===== src/rtl/tt_um_jimktrains_vslc_eeprom_writer.sv =====
// -----------------------------------------------------------------------------
// tt_um_jimktrains_vslc_eeprom_writer
//
// Writes a valid/ready byte stream into a 25xx-style SPI EEPROM (SPI mode 0,
// 16-bit address) starting at start_addr. Every page is written as
// WREN, then WRITE + address + data bytes, then RDSR polling until WIP clears.
// A page boundary closes the current WRITE and opens a new one after polling.
//
// Parameters
//   CLK_DIV     SCK half-period in clk cycles (>= 1)
//   PAGE_BYTES  EEPROM page size (power of two, 8..256)
//   POLL_LIMIT  status bytes read per write cycle before giving up
//
// Ports
//   clk, rst_n         clock, asynchronous active-low reset
//   start, start_addr  1-cycle job request and first byte address
//   data_in/valid/last byte stream input, data_ready accepts a byte
//   busy, done, error  job status (error = poll timeout, kept until next start)
//   cur_addr           address of the next byte to be written
//   sck, cs_n, copi    SPI master outputs, copi_oe enables the shared SD pin
//   cipo               SPI status input
//   hold_n             tied high
// -----------------------------------------------------------------------------
module tt_um_jimktrains_vslc_eeprom_writer #(
   parameter int unsigned CLK_DIV    = 3,
   parameter int unsigned PAGE_BYTES = 32,
   parameter int unsigned POLL_LIMIT = 4096
) (
   input  logic        clk,
   input  logic        rst_n,
   input  logic        start,
   input  logic [15:0] start_addr,
   input  logic [7:0]  data_in,
   input  logic        data_valid,
   input  logic        data_last,
   output logic        data_ready,
   output logic        busy,
   output logic        done,
   output logic        error,
   output logic [15:0] cur_addr,
   output logic        sck,
   output logic        cs_n,
   output logic        copi,
   output logic        copi_oe,
   input  logic        cipo,
   output logic        hold_n
);

   localparam int unsigned DIV_W = $clog2(2 * CLK_DIV + 1);
   localparam int unsigned CNT_W = $clog2(POLL_LIMIT + 1);

   localparam logic [DIV_W-1:0] HALF_END  = DIV_W'(CLK_DIV - 1);
   localparam logic [DIV_W-1:0] GAP_END   = DIV_W'(2 * CLK_DIV - 1);
   localparam logic [CNT_W-1:0] POLL_MAX  = CNT_W'(POLL_LIMIT);
   localparam logic [15:0]      PAGE_MASK = 16'(PAGE_BYTES - 1);

   localparam logic [7:0] OP_WREN  = 8'h06;
   localparam logic [7:0] OP_WRITE = 8'h02;
   localparam logic [7:0] OP_RDSR  = 8'h05;

   typedef enum logic [3:0] {
      S_IDLE,
      S_WREN,
      S_GAP,
      S_CMD,
      S_DATA,
      S_END,
      S_POLL_CMD,
      S_POLL_RD,
      S_DONE
   } state_t;

   state_t           state_q, state_d;
   state_t           tgt_q, tgt_d;     // where END/GAP lead to
   logic [DIV_W-1:0] div_q, div_d;     // cycles spent in the current half-period
   logic             sck_q, sck_d;
   logic             cs_n_q, cs_n_d;
   logic [31:0]      sh_q, sh_d;       // transmit shifter, MSB is on copi
   logic [5:0]       bits_q, bits_d;   // bits left in the current burst
   logic [7:0]       rx_q, rx_d;
   logic [15:0]      addr_q, addr_d;
   logic [CNT_W-1:0] poll_q, poll_d;
   logic             last_q, last_d;
   logic             brk_q, brk_d;     // write stopped at a page boundary
   logic             tmo_q, tmo_d;     // poll timed out, reported with done
   logic             err_q, err_d;
   logic             xfer_done;        // falling edge that ends the burst

   // NOTE: every variable gets its hold value first so that no path through
   // the case statement leaves one unassigned, which would infer a latch.
   always_comb begin
      state_d   = state_q;
      tgt_d     = tgt_q;
      div_d     = div_q;
      sck_d     = sck_q;
      cs_n_d    = cs_n_q;
      sh_d      = sh_q;
      bits_d    = bits_q;
      rx_d      = rx_q;
      addr_d    = addr_q;
      poll_d    = poll_q;
      last_d    = last_q;
      brk_d     = brk_q;
      tmo_d     = tmo_q;
      err_d     = err_q;
      xfer_done = 1'b0;

      // Bit engine: each bit is a low half (copi stable) then a high half.
      // cipo is sampled as sck rises, the shifter advances as sck falls.
      if (bits_q != 6'd0) begin
         if (div_q == HALF_END) begin
            div_d = '0;
            sck_d = ~sck_q;
            if (!sck_q) begin
               rx_d = {rx_q[6:0], cipo};
            end else begin
               sh_d      = {sh_q[30:0], 1'b0};
               bits_d    = bits_q - 6'd1;
               xfer_done = (bits_q == 6'd1);
            end
         end else begin
            div_d = div_q + 1'b1;
         end
      end

      case (state_q)
         S_IDLE: begin
            if (start) begin
               addr_d  = start_addr;
               err_d   = 1'b0;
               tmo_d   = 1'b0;
               brk_d   = 1'b0;
               cs_n_d  = 1'b0;
               sh_d    = {OP_WREN, 24'h0};
               bits_d  = 6'd8;
               div_d   = '0;
               state_d = S_WREN;
            end
         end

         S_WREN: begin
            if (xfer_done) begin
               tgt_d   = S_CMD;
               state_d = S_END;
            end
         end

         // cs_n high for two half-periods, then open the next transaction.
         S_GAP: begin
            if (div_q == GAP_END) begin
               div_d   = '0;
               cs_n_d  = 1'b0;
               state_d = tgt_q;
               case (tgt_q)
                  S_CMD: begin
                     sh_d   = {OP_WRITE, addr_q, 8'h00};
                     bits_d = 6'd24;
                  end
                  S_POLL_CMD: begin
                     sh_d   = {OP_RDSR, 24'h0};
                     bits_d = 6'd8;
                     poll_d = '0;
                  end
                  default: begin
                     sh_d   = {OP_WREN, 24'h0};
                     bits_d = 6'd8;
                  end
               endcase
            end else begin
               div_d = div_q + 1'b1;
            end
         end

         S_CMD: begin
            if (xfer_done) state_d = S_DATA;
         end

         // With the shifter empty the bus is parked (sck low, cs_n low)
         // until the next byte arrives.
         S_DATA: begin
            if (bits_q == 6'd0) begin
               if (data_valid) begin
                  sh_d   = {data_in, 24'h0};
                  bits_d = 6'd8;
                  last_d = data_last;
                  div_d  = '0;
               end
            end else if (xfer_done) begin
               addr_d = addr_q + 16'd1;
               if (last_q) begin
                  tgt_d   = S_POLL_CMD;
                  state_d = S_END;
               end else if ((addr_d & PAGE_MASK) == 16'h0000) begin
                  brk_d   = 1'b1;
                  tgt_d   = S_POLL_CMD;
                  state_d = S_END;
               end
            end
         end

         // Hold cs_n low one half-period after the last sck fall.
         S_END: begin
            if (div_q == HALF_END) begin
               div_d  = '0;
               cs_n_d = 1'b1;
               if (tgt_q == S_DONE) begin
                  err_d   = tmo_q;
                  state_d = S_DONE;
               end else begin
                  state_d = S_GAP;
               end
            end else begin
               div_d = div_q + 1'b1;
            end
         end

         S_POLL_CMD: begin
            if (xfer_done) begin
               sh_d    = '0;
               bits_d  = 6'd8;
               state_d = S_POLL_RD;
            end
         end

         // Status bytes follow each other in one cs_n-low window.
         S_POLL_RD: begin
            if (xfer_done) begin
               poll_d = poll_q + 1'b1;
               if (!rx_q[0]) begin
                  tgt_d   = brk_q ? S_WREN : S_DONE;
                  brk_d   = 1'b0;
                  state_d = S_END;
               end else if (poll_d == POLL_MAX) begin
                  tmo_d   = 1'b1;
                  tgt_d   = S_DONE;
                  state_d = S_END;
               end else begin
                  bits_d = 6'd8;
               end
            end
         end

         S_DONE:  state_d = S_IDLE;
         default: state_d = S_IDLE;
      endcase
   end

   // NOTE: state lives in non-blocking assignments only; blocking ones here
   // would make the result depend on process evaluation order.
   always_ff @(posedge clk or negedge rst_n) begin
      if (!rst_n) begin
         state_q <= S_IDLE;
         tgt_q   <= S_IDLE;
         div_q   <= '0;
         sck_q   <= 1'b0;
         cs_n_q  <= 1'b1;
         sh_q    <= '0;
         bits_q  <= '0;
         rx_q    <= '0;
         addr_q  <= '0;
         poll_q  <= '0;
         last_q  <= 1'b0;
         brk_q   <= 1'b0;
         tmo_q   <= 1'b0;
         err_q   <= 1'b0;
      end else begin
         state_q <= state_d;
         tgt_q   <= tgt_d;
         div_q   <= div_d;
         sck_q   <= sck_d;
         cs_n_q  <= cs_n_d;
         sh_q    <= sh_d;
         bits_q  <= bits_d;
         rx_q    <= rx_d;
         addr_q  <= addr_d;
         poll_q  <= poll_d;
         last_q  <= last_d;
         brk_q   <= brk_d;
         tmo_q   <= tmo_d;
         err_q   <= err_d;
      end
   end

   // Outputs decode directly from registers, so reset reaches them at once.
   assign busy       = (state_q != S_IDLE) && (state_q != S_DONE);
   assign done       = (state_q == S_DONE);
   assign error      = err_q;
   assign data_ready = (state_q == S_DATA) && (bits_q == 6'd0);
   assign cur_addr   = addr_q;
   assign sck        = sck_q;
   assign cs_n       = cs_n_q;
   assign copi       = sh_q[31];
   assign copi_oe    = (state_q == S_WREN) || (state_q == S_CMD) ||
                       (state_q == S_DATA) || (state_q == S_POLL_CMD);
   assign hold_n     = 1'b1;

endmodule

===== config.mk =====
export PLATFORM = sky130hd
export DESIGN_NAME = tt_um_jimktrains_vslc_eeprom_writer
export DESIGN_NICKNAME = d
export VERILOG_FILES = /design/src/rtl/tt_um_jimktrains_vslc_eeprom_writer.sv
export SDC_FILE = /design/constraint.sdc
export NUM_CORES = 1
export LEC_CHECK = 0
export ABC_AREA = 1
export CORE_UTILIZATION = 40
export CTS_CLUSTER_DIAMETER = 100
export DETAILED_ROUTE_END_ITERATION = 12
export GPL_TIMING_DRIVEN = 0
export PLACE_DENSITY = 0.65
export RECOVER_POWER = 50
export REMOVE_ABC_BUFFERS = 1
export SLEW_MARGIN = 30
export SYNTH_ARGS = -nofsm -noshare
export SYNTH_HDL_FRONTEND = slang
export SYNTH_SLANG_ARGS = --single-unit

===== constraint.sdc =====
create_clock -name clk -period 2.6 [get_ports clk]
set_clock_uncertainty 0.1 [all_clocks]
set_input_delay 0.52 -clock clk [delete_from_list [all_inputs] [get_ports clk]]
set_output_delay 0.52 -clock clk [all_outputs]
set_load 0.01 [all_outputs]

==> key figures, run 1 <==
Yosys
  • Syn. warnings: 0
  • Post-Synthesis Mean Instance Area: 8.16 um^2
  • Async set-reset flop share out of synthesis: 100%
  • Commonest cells in the netlist: 151 x nand2_1, 84 x dfrtp_1, 76 x inv_1
  • Post-synth cell types: 52
  • Synth top area share: 39.0%
  • Cells after Synth: 660
  • Top cells by area, synth: dfrtp_1 39%, nand2_1 11%, inv_1 5.3%, o21ai_0 4.2%, mux2i_1 3.9%
  • Post-synth EDFFs: 0
  • Yosys top cell by area: dfrtp_1
  • Most used DFF post-synth: dfrtp_1
  • Yosys reg bits: 85
  • Most common cell in the netlist: nand2_1
  • Seq/Total Area, Yosys: 39.5%
  • Cell area after synthesis: 5390 um^2

Min path
  • Hold path cells: 2
  • End of the worst hold path: error
  • Hold_sp: error
  • Hold Path Class: flip-flop to flip-flop

Timing
  • TNS Setup: 0 ps
  • Fin. max-slew vios: 0
  • Final setup fails: 0
  • Tmin final: 2510 ps
  • Worst-margin pin slew: 795 ps
  • Hold slack: 418 ps
  • Fin. Hold Viols: 0
  • Highest Clock Rate: 0.399 GHz
  • Relative slew margins: 46.9%
  • Final period utilization: 96.5%
  • RSZ-0062 raised after global routing: no

Route
  • Initial DRC count: 423
  • Initial DRT Pass Iterations: 5
  • Via/cell ratio: 5.17
  • Avg WL per Cell: 14.8 um
  • Via count: 4646
  • DRC violations left: 0
  • Post-route ant nets: 0
  • Post-Route WL: 13300 um

Finish
  • Sequential cell area: 2130 um^2
  • Multi-input logic area: 2790 um^2
  • Non-filler cells, final: 898
  • N_diodes: 0
  • Final core occ: 48.9%
  • Fillers: 1236
  • Area Overhead vs Synth: 19.6%
  • Layout Nets: 753
  • Layout cell share with drive strength beyond 1: 16.2%

Die
  • # rows: 42
  • Core area: 13200 um^2
  • IO Count: 55
  • Die H: 118 um
  • DIE WIDTH: 118 um
  • Die Area: 13900 um^2
  • Starting Density: 40.8%

Power
  • Worst VDD drop: 0.347 mV
  • Leakage: 2.89 nW
  • Cell Pwr Density: 1000 nW/um^2

Clocking
  • Clock root buffer: clkbuf_16
  • CTS Buffer Depth: 2
  • TritonCTS clock tree: done
  • Skew-Pair Late Insertion Delay: 350 ps
  • Clock-pin slew on the worst setup and hold paths: 60 ps
  • TritonCTS buffer count: 9
  • Clock sink count: 85
  • Depth of the CTS H-tree: 3

Global routing
  • Routing usage on met3: 2.57%
  • Met1 track utilization from global routing: 26.0%
  • All-Layer GR Usage: 20.1%
  • Initial antenna violation count: 0
  • Number of global-route vias before repair: 4581
  • Remaining Overflow, GRT: 0
  • Met2 usage: 33.3%
  • First-pass GRT wire length: 22400 um
  • Largest net degree at the start of global routing: 57
  • Busiest grt layer: met2

Setup path
  • Arr. time, crit path: 1890 ps
  • Reg2reg path depth: 9
  • Startpoint types: flip-flop
  • Worst R2R Start: bits_q[0]
  • Critical path required time: 1980 ps
  • Worst R2R Setup Slack: 200 ps
  • Max FO, Critical Path: 22
  • Reg2Reg Capture Point: sh_q[10]
  • CP endpoint kind: output pin
  • Worst setup path class: flip-flop to output pin

Placement
  • Hpwl dp: 9130 um
  • Number of I/O port buffers: 53
  • Routability cong.: 0.894
  • Dpl cells: 870

Outcome
  • Status: finished clean

Run
  • Max-cap violations: 0
[layout make-up]
| class | instances | area share [%] |
|---|---|---|
| repair buffers | 64 | 9.63 |
| well taps | 176 | 3.42 |
| flip-flops and latches | 85 | 33.1 |
| inverters | 94 | 5.67 |
| clock inverters | 6 | 1.22 |
| clock buffers | 10 | 3.71 |
| multi-input cells | 463 | 43.3 |
[how the worst max path moves through the flow]
stage	startpoint	end	slack (ps)	cells past startpoint
2_1_floorplan	state_q[0]	bits_q[3]	80	11
3_3_place_gp	rst_n	sck	-2290	1
3_5_place_dp	state_q[0]	bits_q[3]	-850	11
4_1_cts	bits_q[0]	state_q[1]	10	10
5_1_grt	state_q[1]	data_ready	5	7
6_report	state_q[1]	data_ready	90	7
[timing repair]
action / CTS / global route
setup endpoints to repair: 31 / 22
pin swaps: 2 / 1
endpoints found under the hold margin: 28 / 0
hold buffers: 1 / 0
gates resized for setup: 13 / 1
cloned: 2 / 0
setup buffers: 7 / 2
[metrics by stage]
step	instance area [um^2]	power [mW]	setup WS, ps
finish	6440	6.46	91.2
global route	6440	6.90	4.91
CTS	6450	6.51	12.9
detailed placement	6020	4.98	-852
global placement	5990	4.91	-2290
floorplan	5240	3.98	80.1
[worst max-delay path, cell delays in order (launching register included)]
cell and delay, ps:
dfrtp_2 440, nor2_2 150, inv_2 110, nor2_4 150, buf_4 160, inv_6 90, nor2_4 160, dlygate4sd2_1 280
[logic make-up (layout without fill, tap and decap cells)]
family                     Yosys count  count (layout)  synth area share [%]
and+or+nand+nor                    297             299                  27.8
AOI/OAI and AO/OA                  121             121                  15.5
buffers and inverters              114             174                  9.38
DFF                                 85              85                  39.5
muxes                               21              21                  3.90
xor gates and xnor gates            15              15                  2.44
adders and majority gates            6               6                  1.39
other                                1               1                0.0696
[per-layer routing]
metal,part of all wire [%],vias up
met2,49,91
met5,0,-
met4,2.1,0
li1,-,2289
met1,45,2246
met3,3.3,20
[power breakdown]
group	internal [mW]	total [mW]	switching, mW
registers	1.63	1.92	0.286
clock network	0.790	1.37	0.581
logic	1.17	3.18	2.00
total	3.59	6.46	2.87
[flip-flops by register name, indices dropped and copies added, names as in the netlist]
name / cells
rx_q: 1
poll_q: 13
last_q: 1
sck: 1
tgt_q: 4
cur_addr: 16
div_q: 3
sh_q: 32
tmo_q: 1
cs_n: 1
bits_q: 6
state_q: 4
brk_q: 1
error: 1
[placed cells by master, fill, tap and decap left out, types with 10 or more instances in the layout]
cell	instances
nor2_4	11
a21oi_1	11
mux2i_1	21
nand2_1	152
o21ai_0	45
clkdlybuf4s50_1	43
o21ai_1	16
o22ai_2	16
nand4_1	10
nand3_1	36
xor2_1	13
inv_2	13
nor2_1	44
dfrtp_1	82
inv_1	77
(Power assumes the default switching activity.)
==> run 2, diff against run 1 <==
--- a/config.mk
+++ b/config.mk
@@ -6,13 +6,16 @@
 export NUM_CORES = 1
 export LEC_CHECK = 0
 export ABC_AREA = 1
+export CELL_PAD_IN_SITES_DETAIL_PLACEMENT = 1
+export CELL_PAD_IN_SITES_GLOBAL_PLACEMENT = 1
 export CORE_UTILIZATION = 40
 export CTS_CLUSTER_DIAMETER = 100
 export DETAILED_ROUTE_END_ITERATION = 12
 export GPL_TIMING_DRIVEN = 0
-export PLACE_DENSITY = 0.65
+export PLACE_DENSITY = 0.8
 export RECOVER_POWER = 50
 export REMOVE_ABC_BUFFERS = 1
+export SETUP_SLACK_MARGIN = 0.4
 export SLEW_MARGIN = 30
 export SYNTH_ARGS = -nofsm -noshare
 export SYNTH_HDL_FRONTEND = slang
==> run 2 against run 1 <==
Compared with the run above: total power rose by 8.6%; highest routed layer unchanged; first-iteration DRC count is 31% lower; sequential share of layout area shrank 1.9 points; maximum frequency grew 9.1%; wire length up 26%; cell area rose by 6.4%; non-clock buffer count is 29 higher; critical endpoint is now brk_q; cell count up 3.5%; count of clock-buffer cells in the layout unchanged; via count up 6.8%; worst setup slack gained 210 ps.
==> key figures, run 2 (synthesized netlist as in run 1, its figures left out) <==
Die
  • Die H: 118 um (unchanged)
  • # rows: 42 (unchanged)
  • Die Area: 13900 um^2 (unchanged)
  • Core area: 13200 um^2 (unchanged)
  • IO Count: 55 (unchanged)
  • Starting Density: 40.8% (unchanged)
  • DIE WIDTH: 118 um (unchanged)

Timing
  • Highest Clock Rate: 0.435 GHz (+9.1%)
  • TNS Setup: 0 ps (unchanged)
  • Fin. max-slew vios: 0 (unchanged)
  • Hold slack: 429 ps (+11.2 ps)
  • Final setup fails: 0 (unchanged)
  • Worst-margin pin slew: 1140 ps (+344 ps)
  • Relative slew margins: 24.1% (-23 points)
  • Tmin final: 2300 ps (-209 ps)
  • RSZ-0062 raised after global routing: yes
  • Fin. Hold Viols: 0 (unchanged)
  • Final period utilization: 88.5% (-8.0 points)

Finish
  • Sequential cell area: 2130 um^2 (+0.12%)
  • Area Overhead vs Synth: 27.2%
  • Layout Nets: 784 (+4.1%)
  • Commonest non-fill, non-tap cell in the layout: nand2_1
  • Final core occ: 52.0% (+3.1 points)
  • Most frequent cells in the layout: 147 x nand2_1, 80 x dfrtp_1, 75 x inv_1, 44 x o21ai_0, 41 x clkdlybuf4s50_1
  • Max reg flops: 32 (unchanged)
  • Layout cell share with drive strength beyond 1: 22.7% (+6.5 points)
  • Multi-input logic area: 2930 um^2 (+5.0%)
  • Most flop-heavy register: sh_q
  • Fillers: 1565 (+27%)
  • Post-route cell area: 6850 um^2 (+6.4%)
  • N_diodes: 0 (unchanged)

Clocking
  • Clock root buffer: clkbuf_16
  • CTS Buffer Depth: 2 (unchanged)
  • TritonCTS buffer count: 9 (unchanged)
  • Depth of the CTS H-tree: 3 (unchanged)
  • TritonCTS clock tree: done
  • Clock sink count: 85 (unchanged)
  • Skew-Pair Late Insertion Delay: 350 ps (about the same)
  • Clock-pin slew on the worst setup and hold paths: 70 ps (about the same)

Setup path
  • Worst R2R Setup Slack: 300 ps (+100 ps)
  • Startpoint types: flip-flop
  • Worst setup path class: flip-flop to flip-flop
  • Reg2Reg Capture Point: brk_q
  • CP endpoint kind: flip-flop
  • Worst R2R Start: state_q[1]
  • CP startpoint: state_q[1]
  • Arr. time, crit path: 2430 ps (+540 ps)
  • Critical path required time: 2730 ps (+750 ps)
  • Crit path capture: brk_q
  • Reg2reg path depth: 13 (+4)
  • Max FO, Critical Path: 4 (-82%)

Outcome
  • Status: finished clean

Global routing
  • All-Layer GR Usage: 23.8% (+3.7 points)
  • Met1 track utilization from global routing: 30.1% (+4.1 points)
  • Busiest grt layer: met2
  • First-pass GRT wire length: 26100 um (+17%)
  • Routing usage on met3: 3.29% (+0.73 points)
  • Met2 usage: 40.7% (+7.4 points)
  • Remaining Overflow, GRT: 0 (unchanged)
  • Number of global-route vias before repair: 5201 (+14%)
  • Initial antenna violation count: 0 (unchanged)
  • Largest net degree at the start of global routing: 46 (-19%)

Route
  • Initial DRT Pass Iterations: 4 (-1)
  • DRC violations left: 0 (unchanged)
  • Post-Route WL: 16800 um (+26%)
  • Post-route ant nets: 0 (unchanged)
  • Initial DRC count: 291 (-31%)
  • Avg WL per Cell: 18.1 um (+22%)
  • Via count: 4964 (+6.8%)
  • Via/cell ratio: 5.34 (+3.3%)

Placement
  • Post-DP Area: 6020 um^2 (unchanged)
  • Routability cong.: 0.831 (-7.1%)
  • Hpwl dp: 10700 um (+17%)
  • Number of I/O port buffers: 53 (unchanged)

Power
  • Total power: 7.02 mW (+8.6%)
  • Leakage: 3.07 nW (+6.1%)
  • Cell Pwr Density: 1020 nW/um^2 (+2.1%)
  • Worst VDD drop: 0.365 mV (+5.1%)

Min path
  • Hold_sp: sh_q[0]
  • Hold Path Class: flip-flop to flip-flop
  • Hold path cells: 2 (unchanged)

Run
  • Max-cap violations: 0 (unchanged)
==> run 2: cell count changes in the layout (fill, tap and decap cells not counted), sizes merged, moves of 2 or more <==
cell / delta
clkdlybuf4s50: -2
clkinv: +6
buf: +31
inv: -4
==> run 2: power breakdown <==
group / internal [mW] / total, mW / leakage, nW / switching (mW)
combinational: 1.45 / 3.87 / 1.80 / 2.42
clock: 0.670 / 1.23 / 0.138 / 0.560
sequential: 1.63 / 1.92 / 1.13 / 0.289
==> run 2: cell type report <==
type,instances,share of cell area (%)
well taps,176,3.21
inverters,94,5.88
clock buffers,10,3.49
multi-input cells,463,42.7
repair buffers,93,12.7
flip-flops and latches,85,31.1
repair inverters,2,0.365
clock inverters,6,0.529
==> run 2: stage by stage <==
step / worst slack, ps / instances
final: 300 / 929
after global placement: -2300 / 869
after detailed placement: -948 / 870
after floorplan: 80.1 / 640
after global routing: 227 / 929
after CTS: 322 / 908
==> run 2: worst min path at each step <==
stage | endpoint | slack, ps
detailed placement | cur_addr[9] | 380
CTS | brk_q | 410
floorplan | bits_q[0] | 120
global placement | brk_q | 380
finish | sh_q[0] | 430
global route | brk_q | 460
==> run 2: critical path, stage by stage (launching register included) <==
cell      delay, ps
dfrtp_1         440
nor2_4          170
clkinv_4         70
nor2_4          150
buf_8           150
clkinv_8         60
buf_4           130
buf_4           120
nand2_1          70
o21ai_0         100
nor3_1          230
nand4_1         200
nand2_1         110
o21ai_1          60
==> run 2: repair_timing <==
action / in CTS / in global routing
hold endpoints to repair: 2 / 0
resized for setup: 39 / 37
pin swaps: 7 / 16
endpoints found under the setup margin: 83 / 62
setup buffers: 19 / 19
cloned: 2 / 2
hold buffers: 1 / 0
==> run 2: metal layers <==
metal | vias to the layer above | part of all wire (%)
met3 | 26 | 3.8
met5 | - | 0
li1 | 2353 | -
met1 | 2492 | 42
met4 | 0 | 2.5
met2 | 93 | 51
==> run 3, diff against run 2 <==
--- a/config.mk
+++ b/config.mk
@@ -8,6 +8,7 @@
 export ABC_AREA = 1
 export CELL_PAD_IN_SITES_DETAIL_PLACEMENT = 1
 export CELL_PAD_IN_SITES_GLOBAL_PLACEMENT = 1
+export CORE_ASPECT_RATIO = 0.7
 export CORE_UTILIZATION = 40
 export CTS_CLUSTER_DIAMETER = 100
 export DETAILED_ROUTE_END_ITERATION = 12
==> run 3 against run 2 <==
Compared with the run above: die area hardly changed; non-clock buffer count is 5 higher; sequential power hardly changed; cell count is 0.43% lower; clock power is 11% higher; wire length is 1.6% higher; utilization is 1.2 points higher; via count is 0.54% lower; sequential share of layout area is 0.55 points lower; critical path type is now flip-flop to output pin; largest cell class unchanged; largest power group unchanged.
==> key figures, run 3 (synthesized netlist as in run 1, its figures left out) <==
Route
  • Highest metal used: met4
  • Met2 WL post-DR: 8310 um (-4.1%)
  • Met3 WL: 843 um (+34%)
  • Wire length on met1: 7680 um (+8.0%)
  • Post-route ant nets: 0 (unchanged)
  • Via/cell ratio: 5.34 (-0.11%)
  • DRC violations left: 0 (unchanged)
  • Post-Route WL: 17100 um (+1.6%)
  • Initial DRT Pass Iterations: 5 (+1)
  • Via count: 4937 (-0.54%)
  • Avg WL per Cell: 18.5 um (+2.1%)
  • Initial DRC count: 261 (-10%)

Power
  • Leakage: 3.11 nW (+1.5%)
  • Total power: 7.27 mW (+3.6%)
  • Worst VDD drop: 0.435 mV (+19%)
  • Cell Pwr Density: 1040 nW/um^2 (+1.7%)

Die
  • Die Area: 13900 um^2 (about the same)
  • IO Count: 55 (unchanged)
  • Core area: 13100 um^2 (-0.40%)
  • Die H: 99.1 um (-16%)
  • DIE WIDTH: 141 um (+19%)
  • Starting Density: 41.0% (+0.16 points)
  • # rows: 35 (-17%)

Global routing
  • Largest net degree at the start of global routing: 69 (+50%)
  • Number of global-route vias before repair: 5146 (-1.1%)
  • Initial antenna violation count: 0 (unchanged)
  • All-Layer GR Usage: 24.6% (+0.77 points)
  • Remaining Overflow, GRT: 0 (unchanged)
  • First-pass GRT wire length: 26700 um (+2.2%)

Timing
  • Relative slew margins: 19.0% (-5.1 points)
  • Fin. Hold Viols: 0 (unchanged)
  • Worst-margin pin slew: 1210 ps (+76.1 ps)
  • Highest Clock Rate: 0.443 GHz (+1.8%)
  • Fin. max-slew vios: 0 (unchanged)
  • RSZ-0062 raised after global routing: yes
  • Setup WS post-layout: 341 ps (+40.7 ps)
  • Final setup fails: 0 (unchanged)
  • Tmin final: 2260 ps (-40.7 ps)
  • Hold slack: 432 ps (+2.58 ps)
  • Final period utilization: 86.9% (-1.6 points)

Placement
  • Place WS: -852 ps (+96.4 ps)
  • Hpwl dp: 10800 um (+0.82%)
  • Post-DP Area: 6010 um^2 (-0.21%)
  • Routability cong.: 0.877 (+5.5%)
  • Number of I/O port buffers: 53 (unchanged)

Min path
  • Hold Path Class: flip-flop to flip-flop

Setup path
  • Startpoint types: flip-flop
  • CP endpoint kind: output pin
  • Critical path required time: 1980 ps (-750 ps)
  • Worst setup path class: flip-flop to output pin
  • Max FO, Critical Path: 22 (+18)
  • Arr. time, crit path: 1640 ps (-790 ps)

Clocking
  • Clock-pin slew on the worst setup and hold paths: 60 ps (about the same)
  • Depth of the CTS H-tree: 3 (unchanged)
  • TritonCTS buffer count: 9 (unchanged)
  • Clock sink count: 85 (unchanged)
  • Clock root buffer: clkbuf_16
  • CTS Buffer Depth: 2 (unchanged)
  • TritonCTS clock tree: done
  • Skew-Pair Late Insertion Delay: 350 ps (about the same)

Finish
  • Most flop-heavy register: sh_q
  • Area Overhead vs Synth: 29.6%
  • Max reg flops: 32 (unchanged)
  • Most frequent cells in the layout: 147 x nand2_1, 79 x dfrtp_1, 76 x inv_1, 43 x o21ai_0
  • Final core occ: 53.1% (+1.2 points)
  • Commonest non-fill, non-tap cell in the layout: nand2_1
  • N_diodes: 0 (unchanged)
  • Layout cell share with drive strength beyond 1: 23.7% (+1.0 points)
  • Layout Nets: 790 (+0.77%)
  • Post-route cell area: 6980 um^2 (+1.8%)

Outcome
  • Status: finished clean

Run
  • Max-cap violations: 0 (unchanged)
-- run 3: cell count changes in the layout (fill, tap and decap cells not counted), sizes merged --
cell           change
bufinv             +1
clkdlybuf4s50      -1
nand3              +1
dlygate4sd3        +1
clkbuf             +2
clkinv             -3
buf                +5
-- run 3: final cells by class --
cell class,count,area [um^2]
Timing Repair inverter,2,20.0
Sequential cell,85,2130
Timing Repair Buffer,98,912
Tap cell,166,208
Clock buffer,12,256
Multi-Input combinational cell,464,2990
Fill cell,1568,6160
Inverter,94,399
Clock inverter,4,56.3
-- run 3: power by group --
part | internal, mW | switching (mW) | total, mW
clock network | 0.803 | 0.571 | 1.37
registers | 1.64 | 0.288 | 1.92
logic | 1.50 | 2.48 | 3.97
total | 3.94 | 3.34 | 7.27
-- run 3: per-stage QoR --
| stage | TNS (ps) | std cells |
|---|---|---|
| floorplan | 0 | 640 |
| global placement | -206770 | 859 |
| detailed placement | -12800 | 860 |
| CTS | 0 | 906 |
| global route | 0 | 925 |
| finish | 0 | 925 |
-- run 3: repair_timing --
item	4_1_cts	5_1_grt
endpoints found under the setup margin	83	70
buffers inserted	27	16
endpoints found under the hold margin	17	0
gates cloned	2	3
gates resized for setup	37	45
hold buffers	1	0
pin swaps	7	18
-- run 3: routing by layer --
layer  GRT usage [%]  vias to the layer above
met5               0                        -
met4            8.44                        0
met3            5.44                       17
met2            40.7                      103
met1            32.0                     2450
li1                -                     2367
-- run 3: worst max-delay path: stages, from the launching register on --
cell	delay, ps
dfrtp_1	380
inv_1	190
nand2_8	100
nor2_4	130
buf_6	130
inv_8	80
nor2_4	120
buf_2	150
-- run 3: final timing paths --
path,end,cells past startpoint,slack [ps],startpoint
worst max-delay path,data_ready,7,340,state_q[3]
worst min-delay path,sh_q[0],2,430,sh_q[0]
worst max register to register,cur_addr[6],13,410,state_q[3]
worst min register to register,sh_q[0],2,430,sh_q[0]
max in group asynchronous,cur_addr[1],3,600,rst_n
min in group asynchronous,cur_addr[15],2,840,rst_n
